--- src/rtl/ps2_pkg.sv ---
// Shared constants, decoder state encoding and frame helpers for the PS/2 keyboard receiver.
package ps2_pkg;

    // start + 8 data + parity + stop
    localparam int FRAME_BITS = 11;

    localparam logic [7:0] CODE_BREAK  = 8'hF0;
    localparam logic [7:0] CODE_EXT    = 8'hE0;
    localparam logic [7:0] CODE_LSHIFT = 8'h12;
    localparam logic [7:0] CODE_RSHIFT = 8'h59;

    typedef enum logic [1:0] {
        ST_IDLE      = 2'd0,
        ST_BREAK     = 2'd1,
        ST_EXT       = 2'd2,
        ST_EXT_BREAK = 2'd3
    } dec_state_t;

    // Frame is stored LSB = first bit received (start bit).
    // Valid when start=0, stop=1 and data+parity hold an odd number of ones.
    function automatic logic frame_ok(logic [FRAME_BITS-1:0] f);
        return (f[0] == 1'b0) && f[FRAME_BITS-1] && (^f[FRAME_BITS-2:1]);
    endfunction

endpackage

--- src/rtl/ps2_key_if.sv ---
// PS/2 line pair plus decoded ASCII output and decoder state for observation.
// The device side (master) drives the PS/2 lines; ps2_key (slave) drives ps2_ascii
// and exposes its decoder state on state_dbg.
interface ps2_key_if;

    logic                ps2_clk;
    logic                ps2_data;
    logic [31:0]         ps2_ascii;
    ps2_pkg::dec_state_t state_dbg;

    modport master (
        output ps2_clk,
        output ps2_data,
        input  ps2_ascii,
        input  state_dbg
    );

    modport slave (
        input  ps2_clk,
        input  ps2_data,
        output ps2_ascii,
        output state_dbg
    );

endinterface

--- src/rtl/ps2_scan2ascii.sv ---
// Combinational scan code set 2 to ASCII lookup; valid flags a mapped code.
module ps2_scan2ascii
    import ps2_pkg::*;
(
    input  logic [7:0] code,
    input  logic       shift,
    output logic [7:0] ascii,
    output logic       valid
);

    logic [7:0] base;
    logic       is_letter;

    // Table lookup; letters are stored lowercase and folded to uppercase under shift.
    always_comb begin
        base      = 8'h00;
        is_letter = 1'b1;
        valid     = 1'b1;
        case (code)
            8'h1C: base = 8'h61; 8'h32: base = 8'h62; 8'h21: base = 8'h63;
            8'h23: base = 8'h64; 8'h24: base = 8'h65; 8'h2B: base = 8'h66;
            8'h34: base = 8'h67; 8'h33: base = 8'h68; 8'h43: base = 8'h69;
            8'h3B: base = 8'h6A; 8'h42: base = 8'h6B; 8'h4B: base = 8'h6C;
            8'h3A: base = 8'h6D; 8'h31: base = 8'h6E; 8'h44: base = 8'h6F;
            8'h4D: base = 8'h70; 8'h15: base = 8'h71; 8'h2D: base = 8'h72;
            8'h1B: base = 8'h73; 8'h2C: base = 8'h74; 8'h3C: base = 8'h75;
            8'h2A: base = 8'h76; 8'h1D: base = 8'h77; 8'h22: base = 8'h78;
            8'h35: base = 8'h79; 8'h1A: base = 8'h7A;
            default: begin
                is_letter = 1'b0;
                case (code)
                    8'h45: base = 8'h30; 8'h16: base = 8'h31; 8'h1E: base = 8'h32;
                    8'h26: base = 8'h33; 8'h25: base = 8'h34; 8'h2E: base = 8'h35;
                    8'h36: base = 8'h36; 8'h3D: base = 8'h37; 8'h3E: base = 8'h38;
                    8'h46: base = 8'h39;
                    8'h29: base = 8'h20; 8'h5A: base = 8'h0D; 8'h66: base = 8'h08;
                    8'h0D: base = 8'h09; 8'h76: base = 8'h1B;
                    default: valid = 1'b0;
                endcase
            end
        endcase
        ascii = (is_letter && shift) ? (base - 8'h20) : base;
    end

endmodule

--- src/rtl/ps2_key.sv ---
// PS/2 keyboard receiver: synchronizes the PS/2 lines, assembles 11-bit frames,
// tracks make/break/extended prefixes and shift keys, and presents the ASCII
// code of the currently held key.
module ps2_key #(
    parameter int TIMEOUT_CYCLES = 50000
) (
    input  logic      sys_clk,
    input  logic      rst,
    ps2_key_if.slave  bus
);
    import ps2_pkg::*;

    localparam int          TO_W    = $clog2(TIMEOUT_CYCLES + 1);
    localparam logic [TO_W-1:0] TO_LAST = TO_W'(TIMEOUT_CYCLES - 1);
    localparam logic [3:0]  BIT_LAST = 4'(FRAME_BITS - 1);

    // Receiver state
    logic                  clk_s1_q, clk_s1_d, clk_s2_q, clk_s2_d, clk_prev_q, clk_prev_d;
    logic                  dat_s1_q, dat_s1_d, dat_s2_q, dat_s2_d;
    logic [FRAME_BITS-1:0] shift_q, shift_d;
    logic [3:0]            bit_cnt_q, bit_cnt_d;
    logic [TO_W-1:0]       to_cnt_q, to_cnt_d;
    logic                  fall;
    // byte_stb: single-cycle strobe, no back-pressure; rx_byte is valid only while it is high.
    logic                  byte_stb;
    logic [7:0]            rx_byte;

    // Decoder state
    dec_state_t            state_q, state_d;
    logic                  shl_q, shl_d, shr_q, shr_d;
    logic [7:0]            held_q, held_d;
    logic [7:0]            ascii_q, ascii_d;
    logic [7:0]            map_ascii;
    logic                  map_valid;

    ps2_scan2ascii u_map (
        .code  (rx_byte),
        .shift (shl_q | shr_q),
        .ascii (map_ascii),
        .valid (map_valid)
    );

    // Synchronizers, falling-edge detect, frame shift register, bit and idle counters.
    always_comb begin
        clk_s1_d   = bus.ps2_clk;
        clk_s2_d   = clk_s1_q;
        clk_prev_d = clk_s2_q;
        dat_s1_d   = bus.ps2_data;
        dat_s2_d   = dat_s1_q;
        fall       = clk_prev_q & ~clk_s2_q;
        shift_d    = shift_q;
        bit_cnt_d  = bit_cnt_q;
        to_cnt_d   = to_cnt_q;
        byte_stb   = 1'b0;
        if (fall) begin
            shift_d  = {dat_s2_q, shift_q[FRAME_BITS-1:1]};
            to_cnt_d = '0;
            if (bit_cnt_q == BIT_LAST) begin
                bit_cnt_d = 4'd0;
                byte_stb  = frame_ok(shift_d);
            end else begin
                bit_cnt_d = bit_cnt_q + 4'd1;
            end
        end else if (bit_cnt_q != 4'd0) begin
            // Device went quiet mid-frame: drop the partial frame.
            if (to_cnt_q == TO_LAST) begin
                bit_cnt_d = 4'd0;
                to_cnt_d  = '0;
            end else begin
                to_cnt_d = to_cnt_q + 1'b1;
            end
        end else begin
            to_cnt_d = '0;
        end
        rx_byte = shift_d[8:1];
    end

    // Decoder: prefix tracking, shift flags, held key and output latch.
    always_comb begin
        state_d = state_q;
        shl_d   = shl_q;
        shr_d   = shr_q;
        held_d  = held_q;
        ascii_d = ascii_q;
        if (byte_stb) begin
            case (state_q)
                ST_IDLE: begin
                    if (rx_byte == CODE_BREAK)       state_d = ST_BREAK;
                    else if (rx_byte == CODE_EXT)    state_d = ST_EXT;
                    else if (rx_byte == CODE_LSHIFT) shl_d = 1'b1;
                    else if (rx_byte == CODE_RSHIFT) shr_d = 1'b1;
                    else if (map_valid && rx_byte != held_q) begin
                        // Typematic repeats of the held key fall through unchanged.
                        held_d  = rx_byte;
                        ascii_d = map_ascii;
                    end
                end
                ST_BREAK: begin
                    state_d = ST_IDLE;
                    if (rx_byte == CODE_LSHIFT)      shl_d = 1'b0;
                    else if (rx_byte == CODE_RSHIFT) shr_d = 1'b0;
                    else if (held_q != 8'h00 && rx_byte == held_q) begin
                        held_d  = 8'h00;
                        ascii_d = 8'h00;
                    end
                end
                ST_EXT: begin
                    state_d = (rx_byte == CODE_BREAK) ? ST_EXT_BREAK : ST_IDLE;
                end
                default: begin
                    state_d = ST_IDLE;
                end
            endcase
        end
    end

    // State registers; synchronizers reset to the idle-high bus level.
    always_ff @(posedge sys_clk) begin
        if (rst) begin
            clk_s1_q   <= 1'b1;
            clk_s2_q   <= 1'b1;
            clk_prev_q <= 1'b1;
            dat_s1_q   <= 1'b1;
            dat_s2_q   <= 1'b1;
            shift_q    <= '0;
            bit_cnt_q  <= 4'd0;
            to_cnt_q   <= '0;
            state_q    <= ST_IDLE;
            shl_q      <= 1'b0;
            shr_q      <= 1'b0;
            held_q     <= 8'h00;
            ascii_q    <= 8'h00;
        end else begin
            clk_s1_q   <= clk_s1_d;
            clk_s2_q   <= clk_s2_d;
            clk_prev_q <= clk_prev_d;
            dat_s1_q   <= dat_s1_d;
            dat_s2_q   <= dat_s2_d;
            shift_q    <= shift_d;
            bit_cnt_q  <= bit_cnt_d;
            to_cnt_q   <= to_cnt_d;
            state_q    <= state_d;
            shl_q      <= shl_d;
            shr_q      <= shr_d;
            held_q     <= held_d;
            ascii_q    <= ascii_d;
        end
    end

    assign bus.ps2_ascii = {24'h000000, ascii_q};
    assign bus.state_dbg = state_q;

endmodule

--- src/flat_wrapper.sv ---
// flat-port wrapper written by rule: the top's interface ports become plain ports
module ps2_key_flat import ps2_pkg::*;
#(
    parameter int TIMEOUT_CYCLES = 50000
)
  (sys_clk, rst, bus_ps2_clk, bus_ps2_data, bus_ps2_ascii, bus_state_dbg);
  ps2_key_if bus_i ();
  input  logic sys_clk;
  input  logic rst;
  input wire logic [$bits(bus_i.ps2_clk)-1:0] bus_ps2_clk;
  input wire logic [$bits(bus_i.ps2_data)-1:0] bus_ps2_data;
  output wire logic [$bits(bus_i.ps2_ascii)-1:0] bus_ps2_ascii;
  output wire logic [$bits(bus_i.state_dbg)-1:0] bus_state_dbg;
  assign bus_i.ps2_clk = bus_ps2_clk;
  assign bus_i.ps2_data = bus_ps2_data;
  assign bus_ps2_ascii = bus_i.ps2_ascii;
  assign bus_state_dbg = bus_i.state_dbg;
  ps2_key #(.TIMEOUT_CYCLES(TIMEOUT_CYCLES)) u_core (.sys_clk(sys_clk), .rst(rst), .bus(bus_i));
endmodule
--- config.mk ---
export PLATFORM = sky130hd
export DESIGN_NAME = ps2_key_flat
export DESIGN_NICKNAME = d
export VERILOG_FILES = /design/src/rtl/ps2_pkg.sv /design/src/rtl/ps2_key_if.sv /design/src/rtl/ps2_scan2ascii.sv /design/src/rtl/ps2_key.sv /design/src/flat_wrapper.sv
export SDC_FILE = /design/constraint.sdc
export NUM_CORES = 1
export LEC_CHECK = 0
export BUFFER_PORTS_ARGS = -buffer_cell sky130_fd_sc_hd__buf_4
export CAP_MARGIN = 20
export CORE_AREA = 2 2 88 90
export CTS_BUF_LIST = sky130_fd_sc_hd__clkbuf_4 sky130_fd_sc_hd__clkbuf_8 sky130_fd_sc_hd__clkbuf_16
export DETAILED_ROUTE_END_ITERATION = 8
export DIE_AREA = 0 0 90 92
export GPL_ROUTABILITY_DRIVEN = 0
export PLACE_DENSITY_LB_ADDON = 0.08
export SLEW_MARGIN = 20
export SYNTH_ARGS = -nofsm -noshare
export SYNTH_HDL_FRONTEND = slang
export SYNTH_SLANG_ARGS = --single-unit
--- constraint.sdc ---
create_clock -name sys_clk -period 3.05 [get_ports sys_clk]
set_clock_uncertainty 0.05 [all_clocks]
set_input_delay 0.1525 -clock sys_clk [delete_from_list [all_inputs] [get_ports sys_clk]]
set_output_delay 0.1525 -clock sys_clk [all_outputs]
set_load 0.02 [all_outputs]
==> impl_metrics.json <==
{
  "synth_top_flop_cell": "sky130_fd_sc_hd__dfxtp_1",
  "crit_path_cell_trace": "xnor2_2 -> xnor3_1 -> xnor2_1 -> nand3_1 -> or4_4 -> a21oi_4 -> and2_1 -> buf_4 -> mux2i_1",
  "antenna_violations_before_repair": 0,
  "combinationalPowerShare": 0.070,
  "placed_cell_area_mm2": 0.00411,
  "crit_path_top_delay_cell": "sky130_fd_sc_hd__or4_4",
  "fp.coreArea_mm2": 0.00745,
  "min_path_type": "in2reg",
  "grt_setup_unrepaired": "no",
  "clock_tree.htree_level_count": 2,
  "netlist.top_cell.by_area": "sky130_fd_sc_hd__dfxtp_1",
  "cts_buffer_depth": 2,
  "worstSetupStartpointType": "register",
  "drt-pass1-iter-count": 5,
  "grt_overflow_total": 0,
  "arrival_ns": 3.03,
  "kind_of_end_point_of_the_critical_path": "register",
  "ys_seq_area_frac": 0.281,
  "first_global_vias": 3518,
  "detailedRoute.firstIterationViolations": 335,
  "worstMarginPinSlew_ns": 0.966,
  "final_core_util": 0.567,
  "layout.nets": 531,
  "finalHoldWorstSlack_ns": 0.173,
  "finalSetupViolations": 0,
  "grt_start_max_net_pins": 37,
  "synthTopCellsByArea": "sky130_fd_sc_hd__dfxtp_1 (28%), sky130_fd_sc_hd__nor2_1 (5.2%), sky130_fd_sc_hd__buf_4 (5.0%)",
  "path_class": "reg2reg",
  "crit_path_max_incr_delay_ns": 0.60,
  "critPathRequiredTime_ns": 3.26,
  "ys_ff_latch": 55,
  "p_per_area_mw_per_mm2": 293,
  "grt_pass1_wl_um": 17000,
  "latest_clock_arrival_within_the_worst_skew_pair_ns": 0.32,
  "setup_tns_ns": 0,
  "internal_power_w": 0.000913,
  "cp-startpoint": "u_core.shift_q[7]",
  "static-leakage-power_nw": 1.57,
  "tritoncts": "built",
  "p_sw_w": 0.000322,
  "fin_total_pwr_w": 0.00124,
  "die_height_um": 92,
  "drive_gt1_frac": 0.147,
  "initial_utilization": 0.527,
  "multiInputGateArea_mm2": 0.00250,
  "synthCells": 505,
  "run_status": "finished clean",
  "clock_power_share": 0.342,
  "vdd.ir_drop.worst_uv": 242,
  "clock-sinks": 55,
  "drt.antenna.violating_nets": 0,
  "regToRegStartpoint": "u_core.shift_q[7]",
  "sequentialPowerShare": 0.588,
  "async_reset_ff_frac": 0,
  "drc_viols": 0,
  "timing.max_cap.violations": 0,
  "num-fill-cells": 734,
  "max_fanout_on_critical_path": 8,
  "ys_warn_count": 0,
  "timing.final.max_slew_violations": 0,
  "post_drt_wl_per_cell_um": 16.1,
  "power.switching_fraction": 0.261,
  "layout-area-overhead-vs-synth_pct": 7.59,
  "stdcell_area_mm2": 0.00422,
  "via_count": 3654,
  "antenna_cells": 0,
  "ff_latch_area_mm2": 0.00110,
  "synth-edff-count": 0,
  "dpl.hpwl_um": 7490,
  "synthDistinctLibCells": 76,
  "post_synth_instance_area_mm2": 0.00392,
  "vias_per_cell": 5.84,
  "place.port_buffers": 13,
  "postSynthAreaPerCell_um2": 7.77,
  "hold_start": "rst",
  "relSlewSlack": 0.356,
  "num_rows": 32,
  "final-hold-violation-count": 0,
  "cts-buffers-inserted": 5,
  "wirelength_um": 10100,
  "fp.dieArea_mm2": 0.00828,
  "fmax_mhz": 355,
  "synth_top_area_share": 0.281,
  "clk_transition_reported_paths_ns": 0.11,
  "clk_root_buffer_cell": "sky130_fd_sc_hd__clkbuf_8",
  "timing.final.crit_share": 0.924,
  "period_needed_ns": 2.82,
  "io_pins": 38,
  "die_width_um": 90,
  "grt_use_total": 0.251,
  "worst-r2r-setup-slack_ns": 0.23
}
-- worst max-delay path, delay by kind of cell, from the launching register on --
family	cells	cell delay (ns)
compound gates	1	0.13
xor+xnor	3	0.66
buf+inv	1	0.18
flops	1	0.55
mux	1	0.18
simple gates	3	1.02
-- area by class of cell --
class / count / area share
multi-input combinational: 402 / 0.592
sequential: 55 / 0.261
timing repair buffer: 46 / 0.0830
tap: 102 / 0.0302
clock buffer: 5 / 0.0163
inverter: 13 / 0.0116
clock inverter: 3 / 0.00563
-- synth_stat cells (all sizes together) (9+ instances only) --
cell type	instances
a21oi	26
buf	43
mux2i	10
nand2b	19
nand2	51
xor2	9
nor2	54
o21ai	19
nand3	21
xnor2	21
nand4	12
inv	13
clkbuf	15
nor3	10
o22ai	10
dfxtp	55
-- cells in the final DEF, fill, tap and decap left out, types with 9 or more instances in the layout --
cell | netlist | final
sky130_fd_sc_hd__a21oi_1 | 24 | 24
sky130_fd_sc_hd__nor2_1 | 54 | 54
sky130_fd_sc_hd__nand2b_1 | 19 | 19
sky130_fd_sc_hd__nand4_1 | 11 | 11
sky130_fd_sc_hd__dfxtp_1 | 55 | 54
sky130_fd_sc_hd__buf_4 | 26 | 44
sky130_fd_sc_hd__xor2_1 | 9 | 9
sky130_fd_sc_hd__o22ai_1 | 9 | 9
sky130_fd_sc_hd__o21ai_0 | 11 | 11
sky130_fd_sc_hd__inv_1 | 13 | 13
sky130_fd_sc_hd__xnor2_1 | 20 | 20
sky130_fd_sc_hd__nand3_1 | 21 | 21
sky130_fd_sc_hd__nand2_1 | 51 | 51
sky130_fd_sc_hd__conb_1 | 1 | 24
-- repair_timing --
action	4_1_cts	5_1_grt
hold buffers	2	0
endpoints found under the hold margin	2	0
resized for setup	0	1
setup endpoints to repair	0	1
setup buffers	0	0
-- final timing paths --
check,cells past startpoint,end
max reg2reg,9,u_core.held_q[3]
min,2,u_core.bit_cnt_q[2]
max,9,u_core.held_q[3]
min reg2reg,1,u_core.dat_s2_q
-- power by group through the flow --
stage / registers [W] / clock network, W / logic [W]
after global placement: 0.000742 / 0 / 0.0000832
final: 0.000726 / 0.000422 / 0.0000869
after detailed placement: 0.000743 / 0 / 0.0000842
after global routing: 0.000727 / 0.000458 / 0.0000948
after floorplan: 0.000742 / 0 / 0.0000962
after CTS: 0.000726 / 0.000433 / 0.0000864
-- sequential cells by signal, indices dropped and copies added, names as in the netlist --
name and count:
u_core.clk_s1_q 1, u_core.ascii_q 8, u_core.clk_prev_q 1, u_core.clk_prev_d 1, u_core.held_q 8, u_core.shr_q 1, u_core.dat_s2_q 1, u_core.shift_q 10
u_core.shl_q 1, u_core.to_cnt_q 16, u_core.dat_s1_q 1, u_core.bus.state_dbg 2, u_core.bit_cnt_q 4
-- routing by layer --
layer / global-route usage / share of wire
met1: 0.319 / 0.44
met2: 0.438 / 0.49
met3: 0.0320 / 0.049
met4: 0.0910 / 0.022
met5: 0 / 0
-- per-stage QoR --
stage / std cells / worst slack, ns
2_1_floorplan: 528 / 0.518
3_3_place_gp: 616 / 0.239
3_5_place_dp: 616 / 0.205
4_1_cts: 626 / 0.172
5_1_grt: 626 / 0.0275
6_report: 626 / 0.230
-- cells by family after synthesis --
logic type / after synthesis / share of synthesized area
buffers and inverters: 71 / 0.104
muxes: 11 / 0.0303
AOI/OAI and AO/OA: 111 / 0.205
adders and majority gates: 4 / 0.0128
other: 1 / 0.000956
xor gates and xnor gates: 31 / 0.0746
and+or+nand+nor: 221 / 0.292
DFF: 55 / 0.281
Power figures use the tool's default switching activity.
